File: config.mk
export PLATFORM = sky130hd
export DESIGN_NAME = gru_seq_ctrl_flat
export DESIGN_NICKNAME = d
export VERILOG_FILES = /design/src/rtl/gru_seq_ctrl_pkg.sv /design/src/rtl/gru_seq_ctrl_if.sv /design/src/rtl/gru_seq_ctrl_xt_buf.sv /design/src/rtl/gru_seq_ctrl.sv /design/src/flat_wrapper.sv
export SDC_FILE = /design/constraint.sdc
export NUM_CORES = 1
export LEC_CHECK = 0
export BUFFER_PORTS_ARGS = -buffer_cell sky130_fd_sc_hd__buf_4
export CAP_MARGIN = 30
export CORE_MARGIN = 1.5
export CORE_UTILIZATION = 30
export CTS_CLUSTER_DIAMETER = 100
export DETAILED_ROUTE_END_ITERATION = 7
export HOLD_SLACK_MARGIN = 0.15
export PLACE_DENSITY = 0.43
export RECOVER_POWER = 50
export SLEW_MARGIN = 20
export SYNTH_ARGS = -nofsm -noshare
export SYNTH_HDL_FRONTEND = slang
export SYNTH_HIERARCHICAL = 1
export SYNTH_SLANG_ARGS = --single-unit
File: constraint.sdc
create_clock -name clk -period 8.7 [get_ports clk]
set_input_delay 0.435 -clock clk [delete_from_list [all_inputs] [get_ports clk]]
set_output_delay 0.435 -clock clk [all_outputs]
set_load 0.005 [all_outputs]
File: src/rtl/gru_seq_ctrl_pkg.sv
// rtl/gru_seq_ctrl_pkg.sv - shared sizes, state codes and helpers for the GRU sequencer
package gru_pkg;

  localparam int INPUTDIMEN = 4;
  localparam int CELLNUM    = 4;
  localparam int DATABIT    = 16;
  localparam int STEP       = 10;
  localparam int TIMEOUT    = 64;

  localparam int XTNUM = INPUTDIMEN * DATABIT;
  localparam int HTNUM = CELLNUM * DATABIT;
  localparam int STEPW = 4;
  localparam int WAITW = (TIMEOUT > 1) ? $clog2(TIMEOUT) : 1;

  typedef logic [STEPW-1:0] step_idx_t;
  typedef logic [2:0]       gru_state_t;

  localparam gru_state_t ST_IDLE  = 3'd0;
  localparam gru_state_t ST_FILL  = 3'd1;
  localparam gru_state_t ST_ISSUE = 3'd2;
  localparam gru_state_t ST_WAIT  = 3'd3;
  localparam gru_state_t ST_EMIT  = 3'd4;
  localparam gru_state_t ST_FIN   = 3'd5;

  // True when an index addresses the final frame / time step of a sequence.
  function automatic logic is_last(input step_idx_t idx);
    return int'(idx) == STEP - 1;
  endfunction

endpackage

File: src/rtl/gru_seq_ctrl_if.sv
// rtl/gru_seq_ctrl_if.sv - input stream, layer drive and hidden-state output bundle
interface gru_seq_ctrl_if;
  import gru_pkg::*;

  logic             start;
  logic             x_valid;
  logic             x_ready;
  logic [XTNUM-1:0] x_data;
  logic             layer_en;
  logic [XTNUM-1:0] layer_xt;
  logic             layer_result_valid;
  logic [HTNUM-1:0] layer_h;
  logic             h_valid;
  logic             h_ready;
  logic [HTNUM-1:0] h_data;
  logic [3:0]       h_step;
  logic             busy;
  logic             done;
  logic             err_timeout;

  // Sequencer side.
  modport master (
    input  start, x_valid, x_data, layer_result_valid, layer_h, h_ready,
    output x_ready, layer_en, layer_xt, h_valid, h_data, h_step, busy, done, err_timeout
  );

  // Host / layer / downstream side.
  modport slave (
    output start, x_valid, x_data, layer_result_valid, layer_h, h_ready,
    input  x_ready, layer_en, layer_xt, h_valid, h_data, h_step, busy, done, err_timeout
  );

endinterface

File: src/rtl/gru_seq_ctrl_xt_buf.sv
// rtl/gru_seq_ctrl_xt_buf.sv - STEP-deep input frame buffer, registered write, combinational read
module gru_xt_buf
  import gru_pkg::*;
(
  input  logic             clk,
  input  logic             we,
  input  step_idx_t        waddr,
  input  logic [XTNUM-1:0] wdata,
  input  step_idx_t        raddr,
  output logic [XTNUM-1:0] rdata
);

  logic [XTNUM-1:0] mem_q [STEP];

  // Frame storage; contents are meaningless until written, so no reset.
  always_ff @(posedge clk) begin
    if (we && int'(waddr) < STEP) begin
      mem_q[waddr] <= wdata;
    end
  end

  assign rdata = (int'(raddr) < STEP) ? mem_q[raddr] : '0;

endmodule

File: src/rtl/gru_seq_ctrl.sv
// rtl/gru_seq_ctrl.sv - GRU hidden-layer sequencer top (GRU_SEQ_LAST_ONLY_EN: emit final step only)
module gru_seq_ctrl
  import gru_pkg::*;
(
  input logic            clk,
  input logic            rst_n,
  gru_seq_ctrl_if.master bus
);

  gru_state_t       state_q, state_d;
  step_idx_t        cnt_q, cnt_d;
  step_idx_t        step_q, step_d;
  step_idx_t        hstep_q, hstep_d;
  logic [WAITW-1:0] wcnt_q, wcnt_d;
  logic             err_q, err_d;
  logic             rv_q;
  logic [XTNUM-1:0] xt_q, xt_d, buf_rdata;
  logic [HTNUM-1:0] h_q, h_d;
  logic             buf_we;
  logic             rv_edge;

  // A result level carried over from the previous step is not a new result.
  assign rv_edge = bus.layer_result_valid & ~rv_q;

  gru_xt_buf u_buf (
    .clk   (clk),
    .we    (buf_we),
    .waddr (cnt_q),
    .wdata (bus.x_data),
    .raddr (step_d),
    .rdata (buf_rdata)
  );

  // The frame for a new step is latched on ISSUE entry; for STEP==1 it may still be in flight.
  assign xt_d = (buf_we && (cnt_q == step_d)) ? bus.x_data : buf_rdata;

  // Next-state and datapath update decisions for the sequencer.
  always_comb begin
    state_d = state_q;
    cnt_d   = cnt_q;
    step_d  = step_q;
    hstep_d = hstep_q;
    wcnt_d  = wcnt_q;
    err_d   = err_q;
    h_d     = h_q;
    buf_we  = 1'b0;
    case (state_q)
      ST_IDLE: begin
        if (bus.start) begin
          state_d = ST_FILL;
          cnt_d   = '0;
          step_d  = '0;
          wcnt_d  = '0;
          err_d   = 1'b0;
        end
      end
      ST_FILL: begin
        if (bus.x_valid) begin
          buf_we = 1'b1;
          cnt_d  = cnt_q + 1'b1;
          if (is_last(cnt_q)) begin
            state_d = ST_ISSUE;
          end
        end
      end
      ST_ISSUE: begin
        state_d = ST_WAIT;
        wcnt_d  = '0;
      end
      ST_WAIT: begin
        if (rv_edge) begin
          h_d     = bus.layer_h;
          hstep_d = step_q;
`ifdef GRU_SEQ_LAST_ONLY_EN
          if (is_last(step_q)) begin
            state_d = ST_EMIT;
          end else begin
            step_d  = step_q + 1'b1;
            state_d = ST_ISSUE;
          end
`else
          state_d = ST_EMIT;
`endif
        end else if (wcnt_q == WAITW'(TIMEOUT - 1)) begin
          err_d   = 1'b1;
          state_d = ST_FIN;
        end else begin
          wcnt_d = wcnt_q + 1'b1;
        end
      end
      ST_EMIT: begin
        if (bus.h_ready) begin
          if (is_last(step_q)) begin
            state_d = ST_FIN;
          end else begin
            step_d  = step_q + 1'b1;
            state_d = ST_ISSUE;
          end
        end
      end
      ST_FIN: begin
        state_d = ST_IDLE;
      end
      default: begin
        state_d = ST_IDLE;
      end
    endcase
  end

  // Control state, counters and the previous result_valid sample.
  always_ff @(posedge clk or negedge rst_n) begin
    if (!rst_n) begin
      state_q <= ST_IDLE;
      cnt_q   <= '0;
      step_q  <= '0;
      wcnt_q  <= '0;
      err_q   <= 1'b0;
      rv_q    <= 1'b0;
    end else begin
      state_q <= state_d;
      cnt_q   <= cnt_d;
      step_q  <= step_d;
      wcnt_q  <= wcnt_d;
      err_q   <= err_d;
      rv_q    <= bus.layer_result_valid;
    end
  end

  // Held data toward the layer and the downstream consumer.
  always_ff @(posedge clk or negedge rst_n) begin
    if (!rst_n) begin
      xt_q    <= '0;
      h_q     <= '0;
      hstep_q <= '0;
    end else begin
      if (state_d == ST_ISSUE) begin
        xt_q <= xt_d;
      end
      h_q     <= h_d;
      hstep_q <= hstep_d;
    end
  end

  assign bus.x_ready     = (state_q == ST_FILL);
  assign bus.layer_en    = (state_q == ST_ISSUE);
  assign bus.layer_xt    = xt_q;
  assign bus.h_valid     = (state_q == ST_EMIT);
  assign bus.h_data      = h_q;
  assign bus.h_step      = hstep_q;
  assign bus.busy        = (state_q != ST_IDLE);
  assign bus.done        = (state_q == ST_FIN);
  assign bus.err_timeout = err_q;

endmodule

File: src/flat_wrapper.sv
// flat-port wrapper written by rule: the top's interface ports become plain ports
module gru_seq_ctrl_flat import gru_pkg::*;
  (clk, rst_n, bus_start, bus_x_valid, bus_x_data, bus_layer_result_valid, bus_layer_h, bus_h_ready, bus_x_ready, bus_layer_en, bus_layer_xt, bus_h_valid, bus_h_data, bus_h_step, bus_busy, bus_done, bus_err_timeout);
  gru_seq_ctrl_if bus_i ();
  input logic clk;
  input logic rst_n;
  input wire logic [$bits(bus_i.start)-1:0] bus_start;
  input wire logic [$bits(bus_i.x_valid)-1:0] bus_x_valid;
  input wire logic [$bits(bus_i.x_data)-1:0] bus_x_data;
  input wire logic [$bits(bus_i.layer_result_valid)-1:0] bus_layer_result_valid;
  input wire logic [$bits(bus_i.layer_h)-1:0] bus_layer_h;
  input wire logic [$bits(bus_i.h_ready)-1:0] bus_h_ready;
  output wire logic [$bits(bus_i.x_ready)-1:0] bus_x_ready;
  output wire logic [$bits(bus_i.layer_en)-1:0] bus_layer_en;
  output wire logic [$bits(bus_i.layer_xt)-1:0] bus_layer_xt;
  output wire logic [$bits(bus_i.h_valid)-1:0] bus_h_valid;
  output wire logic [$bits(bus_i.h_data)-1:0] bus_h_data;
  output wire logic [$bits(bus_i.h_step)-1:0] bus_h_step;
  output wire logic [$bits(bus_i.busy)-1:0] bus_busy;
  output wire logic [$bits(bus_i.done)-1:0] bus_done;
  output wire logic [$bits(bus_i.err_timeout)-1:0] bus_err_timeout;
  assign bus_i.start = bus_start;
  assign bus_i.x_valid = bus_x_valid;
  assign bus_i.x_data = bus_x_data;
  assign bus_i.layer_result_valid = bus_layer_result_valid;
  assign bus_i.layer_h = bus_layer_h;
  assign bus_i.h_ready = bus_h_ready;
  assign bus_x_ready = bus_i.x_ready;
  assign bus_layer_en = bus_i.layer_en;
  assign bus_layer_xt = bus_i.layer_xt;
  assign bus_h_valid = bus_i.h_valid;
  assign bus_h_data = bus_i.h_data;
  assign bus_h_step = bus_i.h_step;
  assign bus_busy = bus_i.busy;
  assign bus_done = bus_i.done;
  assign bus_err_timeout = bus_i.err_timeout;
  gru_seq_ctrl u_core (.clk(clk), .rst_n(rst_n), .bus(bus_i));
endmodule
# ---- Word level (Yosys, flattened, before mapping)
# Memories as Yosys holds them, arrays and structs flattened.
# Index checks and enable logic that the tools add are counted.
dict set report totals {
  mem_bits_rw 640
  elab_cells 72
  n_memories 1
  out_inout_bits 138
  register_bits 151
}
dict set report op_classes {
  addsub 3
  order_cmp 2
  bitwise 2
  n_eq_ne 15
  muxes 29
  n_reduce_logical 11
}
# memory depth word_bits read_ports rd_clocked_by_memory_dff write_ports line
set memory_table {}
lappend memory_table {u_core.u_buf.mem_q 10 64 1 0 1 gru_seq_ctrl_xt_buf.sv:13} ;# logic [XTNUM-1:0] mem_q [STEP];
# operator n
set op_table {}
lappend op_table {{$mux 64} 2}
lappend op_table {{$mux 3} 7}
lappend op_table {{$mux 4} 5}
lappend op_table {{$mux 6} 3}
lappend op_table {{$pmux 6 s3} 1}
lappend op_table {{$pmux 4 s2} 2}
lappend op_table {{$pmux 3 s5} 1}
lappend op_table {{$eq 3x2->1 const B} 3}
lappend op_table {{$add 4x1->4 const B} 2}
lappend op_table {{$eq 4x4->1 const B} 2}
lappend op_table {{$lt 4x4->1 const B} 2}
lappend op_table {{$ne 2x2->1 const B} 4}
lappend op_table {{$reduce_and 4->1} 2}
lappend op_table {{$mux 1} 7}
lappend op_table {{$add 6x1->6 const B} 1}
lappend op_table {{$eq 3x3->1 const B} 2}
lappend op_table {{$eq 6x6->1 const B} 1}
lappend op_table {{$reduce_bool 3->1} 2}
lappend op_table {{$eq 4x4->1} 1}
lappend op_table {{$reduce_bool 2->1} 2}
lappend op_table {{$eq 3x1->1 const B} 1}
lappend op_table {{$logic_not 3->1} 1}
lappend op_table {{$reduce_and 3->1} 1}
lappend op_table {{$logic_and 1x1->1} 2}
lappend op_table {{5 further kinds} 5}

# ---- Depth between registers and ports, before layout
dict set report logic_depth {
  depth_word 7
  ltp_mapped 14
  depth_no_buf 11
}

# ---- Hierarchy
# Netlist, hierarchy kept.
# module seq_area_each_um2 area_per_inst_um2 cells_per_inst instances
set by_module_without_submodules {}
lappend by_module_without_submodules {gru_xt_buf 19218.4 24786.3 1250 1}
lappend by_module_without_submodules {gru_seq_ctrl 3778.6 7035.5 555 1}

# ---- Least setup slack after synthesis
# OpenSTA, ideal clock, no wires.
dict set report synth_timing {
  path_kind {register to register}
  start {register u_core.state_q[1]}
  end {memory u_core/u_buf/mem_q[0][0] in the netlist's numbering, enable pin}
  slack_ps 2081
  arrival_time_ps 6055
  setup_ps 565
  required_time_ps 8135
  period_less_slack_ps 6619
  path_buffers 1
  path_stages_with_launch 7
  path_cell_list {dfrtp_1 -> clkbuf_1 -> nor3b_1 -> nand2_1 -> inv_1 -> or3b_1 -> nor3_1}
}
dict set report synth_via {
  elab_chain_len 5
}
# element line
set synth_lines {}
lappend synth_lines {{start, declared} gru_seq_ctrl.sv:10} ;# gru_state_t state_q, state_d;
lappend synth_lines {{start signal, assigned} gru_seq_ctrl.sv:120} ;# state_q <= state_d;
lappend synth_lines {{$eq 3x1->1} n/a}
lappend synth_lines {{via bus_x_ready} flat_wrapper.sv:13} ;# output wire logic [$bits(bus_i.x_ready)-1:0] bus_x_ready;
lappend synth_lines {{$mux 1} gru_seq_ctrl.sv:47} ;# case (state_q)
lappend synth_lines {{via u_core.buf_we} gru_seq_ctrl.sv:19} ;# logic buf_we;
lappend synth_lines {{$logic_and 1x1->1} gru_seq_ctrl_xt_buf.sv:17} ;# if (we && int'(waddr) < STEP) begin
lappend synth_lines {{$mux 1} gru_seq_ctrl_xt_buf.sv:17}
lappend synth_lines {{$mux 1 (implied by the code)} gru_seq_ctrl_xt_buf.sv:18} ;# mem_q[waddr] <= wdata;
lappend synth_lines {{end, declared} gru_seq_ctrl_xt_buf.sv:13}
# The timed path passes the listed nets, and every way through them passes these cells.

# ---- Worst setup path after layout
dict set report layout_timing {
  start {register u_core.state_q[1]}
  end {register u_core.xt_q[24] (netlist: u_core/bus.layer_xt[24])}
}
dict set report layout_via {
  elab_chain_len 5
  elab_cells_between_ends 21
}
# element line
set layout_lines {}
lappend layout_lines {{$eq 3x3->1 / $logic_not 3->1 (equally long branches)} gru_seq_ctrl.sv:47}
lappend layout_lines {{$pmux 4 s2 (*)} gru_seq_ctrl.sv:47}
lappend layout_lines {{via u_core.step_d[2]} gru_seq_ctrl.sv:12} ;# step_idx_t step_q, step_d;
lappend layout_lines {{$mem_v2 10x64 / $lt 4x4->1 (equally long branches)} n/a}
lappend layout_lines {{$mux 64 (*)} gru_seq_ctrl_xt_buf.sv:22} ;# assign rdata = (int'(raddr) < STEP) ? mem_q[raddr] : '0;
lappend layout_lines {{via u_core.buf_rdata[24]} gru_seq_ctrl.sv:17} ;# logic [XTNUM-1:0] xt_q, xt_d, buf_rdata;
lappend layout_lines {{$mux 64 (*)} gru_seq_ctrl.sv:35} ;# assign xt_d = (buf_we && (cnt_q == step_d)) ? bus.x_data : buf_rdata;
lappend layout_lines {{end signal, assigned} gru_seq_ctrl.sv:137} ;# xt_q <= xt_d;
lappend layout_lines {{end, declared} gru_seq_ctrl.sv:17}
# The timed path passes the listed nets; every way through them passes the cells marked *.
# A chain may end at the register's enable or synchronous reset.

==> run_results.csv <==
group,metric,value,unit
worst_setup_path,worstReg2RegStart,"u_core/state_q[1]",
cells_and_area,final_util,37.4,%
power,p_per_area,279,nW/um^2
detailed_routing,drcViolationCount,0,
worst_setup_path,crit_top_cell,"mux2i_1",
global_routing,antenna_found_initial,3,
timing,skew,19.4,ps
yosys,synthDistinctLibCells,60,
floorplan,initial_utilization,30.2,%
power,power.internal,8.08,mW
power,p_comb_share,18.8,%
yosys,synth_edf_count,640,
worst_setup_path,crit_path_start,"u_core/state_q[1]",
timing,tns,0,ps
min_path,min_path_type,"primary input to flip-flop",
yosys,yosysTopAreaCellShare,60.4,%
cells_and_area,area_growth,23.7,%
cells_and_area,multi_input_area,8120,um^2
yosys,ys_ff_latch,791,
global_routing,grt_pass1_vias,19000,
yosys,syn_inst,1805,
place,hpwlAfterDp,47.2,mm
global_routing,grt_overflow_total,0,
yosys,synth_flop_cell,"edfxtp_1",
yosys,synthTopCellsByArea,"edfxtp_1 (60%), dfrtp_1 (12%), mux2_1 (6.1%), mux2i_1 (6.1%), mux2_2 (5.4%)",
min_path,min-delay-start,"bus_layer_result_valid",
clock_network,clock-sinks,791,
worst_setup_path,crit_arrival,4830,ps
cells_and_area,diodes,0,
worst_setup_path,end_kind,"flip-flop",
timing,hold_ws,500,ps
timing,drv_slew,63,
global_routing,grt_pass1_wl,129,mm
clock_network,clock_latency,630,ps
worst_setup_path,required,9240,ps
outcome,status,"complete, but fails checks",
timing,timing.fmax,0.233,GHz
clock_network,cts.clk_slew.worst_paths,60,ps
yosys,synth_area,31800,um^2
detailed_routing,routedWlPerCell,23.8,um
power,p_sw,2.89,mW
worst_setup_path,crit_family,"simple AND/OR/NAND/NOR gates",
detailed_routing,dr_total_vias,17800,
floorplan,fp.coreArea,105000,um^2
power,pwr-share-clk,35.2,%
detailed_routing,drtPass1Iterations,5,
worst_setup_path,path_buf_inv,2,
yosys,syn_area_per_cell,17.6,um^2
floorplan,io_pins,272,
detailed_routing,ant_nets,0,
clock_network,cts_resized,0,
worst_setup_path,worst_path_max_delay_cell,"buf_4",
yosys,async_flop_share,19.1,%
timing,setup_violations,0,
timing,fin_crit_sh,49.3,%
yosys,seq_area_frac_synth,72.3,%
worst_setup_path,start_kind,"flip-flop",
worst_setup_path,cp_max_fo,43,
place,io_buffer_count,271,
global_routing,grt_max_degree,159,
yosys,syn_nets,1944,
clock_network,clockBufferDepth,3,
yosys,yosys_warnings,6,
floorplan,fp-row-count,119,
timing,post-route-min-period,4290,ps
clock_network,post_cts_buffers,0,
cells_and_area,nets,2379,
clock_network,postCtsHoldBufs,133,
worst_setup_path,path_class,"flip-flop to flip-flop",
clock_network,numCtsBuffers,90,
cells_and_area,seq_area,23000,um^2
global_routing,track_usage,16.3,%
detailed_routing,drt-total-wl,88.4,mm
power,seqPwrFrac,46.0,%
worst_setup_path,r2r_slack,4410,ps
floorplan,die_area,108000,um^2
timing,grt_setup_unrepaired,"no",
power,swShare,26.3,%
detailed_routing,vias_per_cell,4.81,
power,vdd_drop_max,0.163,mV
timing,slew_headroom,-130,%
timing,worstMarginPinSlew,3450,ps
floorplan,die_y,329,um
detailed_routing,drt_iter0_markers,1197,
place,place.gp.congestion,0.722,
cells_and_area,nFillCells,9784,
clock_network,cts_root_buf,"clkbuf_16",
floorplan,die_w,329,um
clock_network,cts_htree_levels,3,
clock_network,cts_tree,"done",
timing,final-hold-violation-count,0,
cells_and_area,layout-drive-gt1-share,22.9,%
outcome,violations,"capacitance limit, slew limit",
power,leakage,14.0,nW
worst_setup_path,crit_chain,"nor2_2 -> nand2_2 -> inv_2 -> nand4_1 -> nor2b_1 -> a31oi_1 -> nand2b_2 -> buf_4 -> o22ai_1 -> o32ai_1 -> mux2i_1 -> mux2i_1",
run,drv_cap,2,
yosys,yosysTopAreaCell,"edfxtp_1",
worst_setup_path,critPathMaxStageDelay,810,ps
[cell usage after synthesis, types with 2 or more instances]
cell type  count
o32ai_1       64
nand3b_1       2
a22o_1         3
a31oi_1        2
buf_1          5
nand2b_1       5
clkbuf_1      36
and3_1         5
buf_8          3
edfxtp_1     640
o22ai_1      129
o21ai_0        5
mux2i_1      193
nand4_1        3
nor2b_1        5
dfrtp_1      151
a21boi_0       2
buf_6         31
xor2_1         8
buf_12         6
ha_1           5
mux2_1       172
buf_4          2
nor2_1        21
nor3_1         7
o211ai_1       4
buf_2         25
nand2_1       79
inv_1          4
mux2_2       153
nand3_1        6
[metal layers]
layer  global-route usage (%)  vias up  share of wire, %
met5                        0        -             0.052
met2                     27.2      397                49
met1                     21.8     9265                45
met4                     4.37        6               1.9
met3                     2.89      110               4.5
li1                         -     8033                 -
[power groups by stage]
stage	clock, mW	sequential [mW]	combinational (mW)
after floorplan	0	5.07	1.16
after global placement	0	5.12	2.11
after detailed placement	0	5.13	2.14
after CTS	3.98	5.06	2.20
after global routing	4.13	5.11	2.26
final	3.86	5.04	2.06
[flip-flops by register name (all words and copies together), names as in the netlist]
register,flops
u_core/step_q,4
u_core/cnt_q,4
u_core/wcnt_q,6
u_core/bus.layer_xt,64
u_core/rv_q,1
u_core/bus.err_timeout,1
u_core/state_q,3
u_core/bus.h_step,4
u_core/u_buf/mem_q,640
u_core/bus.h_data,64
[worst paths after layout]
check,to,cells past startpoint
hold / removal,u_core/rv_q,2
hold reg to reg,u_core/bus.h_data[30],1
setup reg to reg,u_core/bus.layer_xt[24],12
setup / recovery,u_core/bus.layer_xt[24],12
min in group asynchronous,u_core/bus.h_data[32],2
max in group asynchronous,u_core/bus.layer_xt[59],3
[per-stage QoR]
step                      instance area, um^2  worst slack (ps)  std cells  total power, mW
after floorplan                         31800              2080       1805             6.23
after global placement                  35200              4220       3400             7.22
after detailed placement                35400              4380       3405             7.27
after CTS                               39700              4360       3705             11.2
after global routing                    39400              3790       3706             11.5
final                                   39400              4410       3706             11.0
[cell type report]
type                    count  share of cell area [%]
flip-flops and latches    791                    58.4
multi-input cells         899                    20.6
repair buffers            452                    8.82
clock buffers             124                    6.31
well taps                1391                    4.42
clock inverters            43                    1.34
inverters                   6                  0.0572
[cell families (layout without fill, tap and decap cells)]
family | after synthesis | after routing | synth area share, %
adders and majority gates | 5 | 5 | 0.197
xor gates and xnor gates | 9 | 9 | 0.248
muxes | 518 | 518 | 17.6
AOI/OAI and AO/OA | 219 | 219 | 4.89
and+or+nand+nor | 148 | 148 | 2.20
DFF | 791 | 791 | 72.3
buffers and inverters | 115 | 625 | 2.63
[worst register-to-register path: stages, from the launching register on]
cell and delay [ps]:
dfrtp_1 520, nor2_2 250, nand2_2 120, inv_2 110, nand4_1 130, nor2b_1 160
a31oi_1 430, nand2b_2 790, buf_4 840, o22ai_1 200, o32ai_1 370, mux2i_1 120
mux2i_1 160
[cells in the final DEF, fill, tap and decap left out, drive strengths merged, types with 12 or more instances in the layout]
master	synthesis	layout
clkbuf	37	308
mux2	325	325
dfrtp	151	151
nor2	22	22
nand2	80	80
o22ai	129	129
clkinv	1	24
dlygate4sd3	0	133
o32ai	64	64
mux2i	193	193
bufinv	0	12
buf	72	135
edfxtp	640	640
Power figures use the tool's default switching activity.
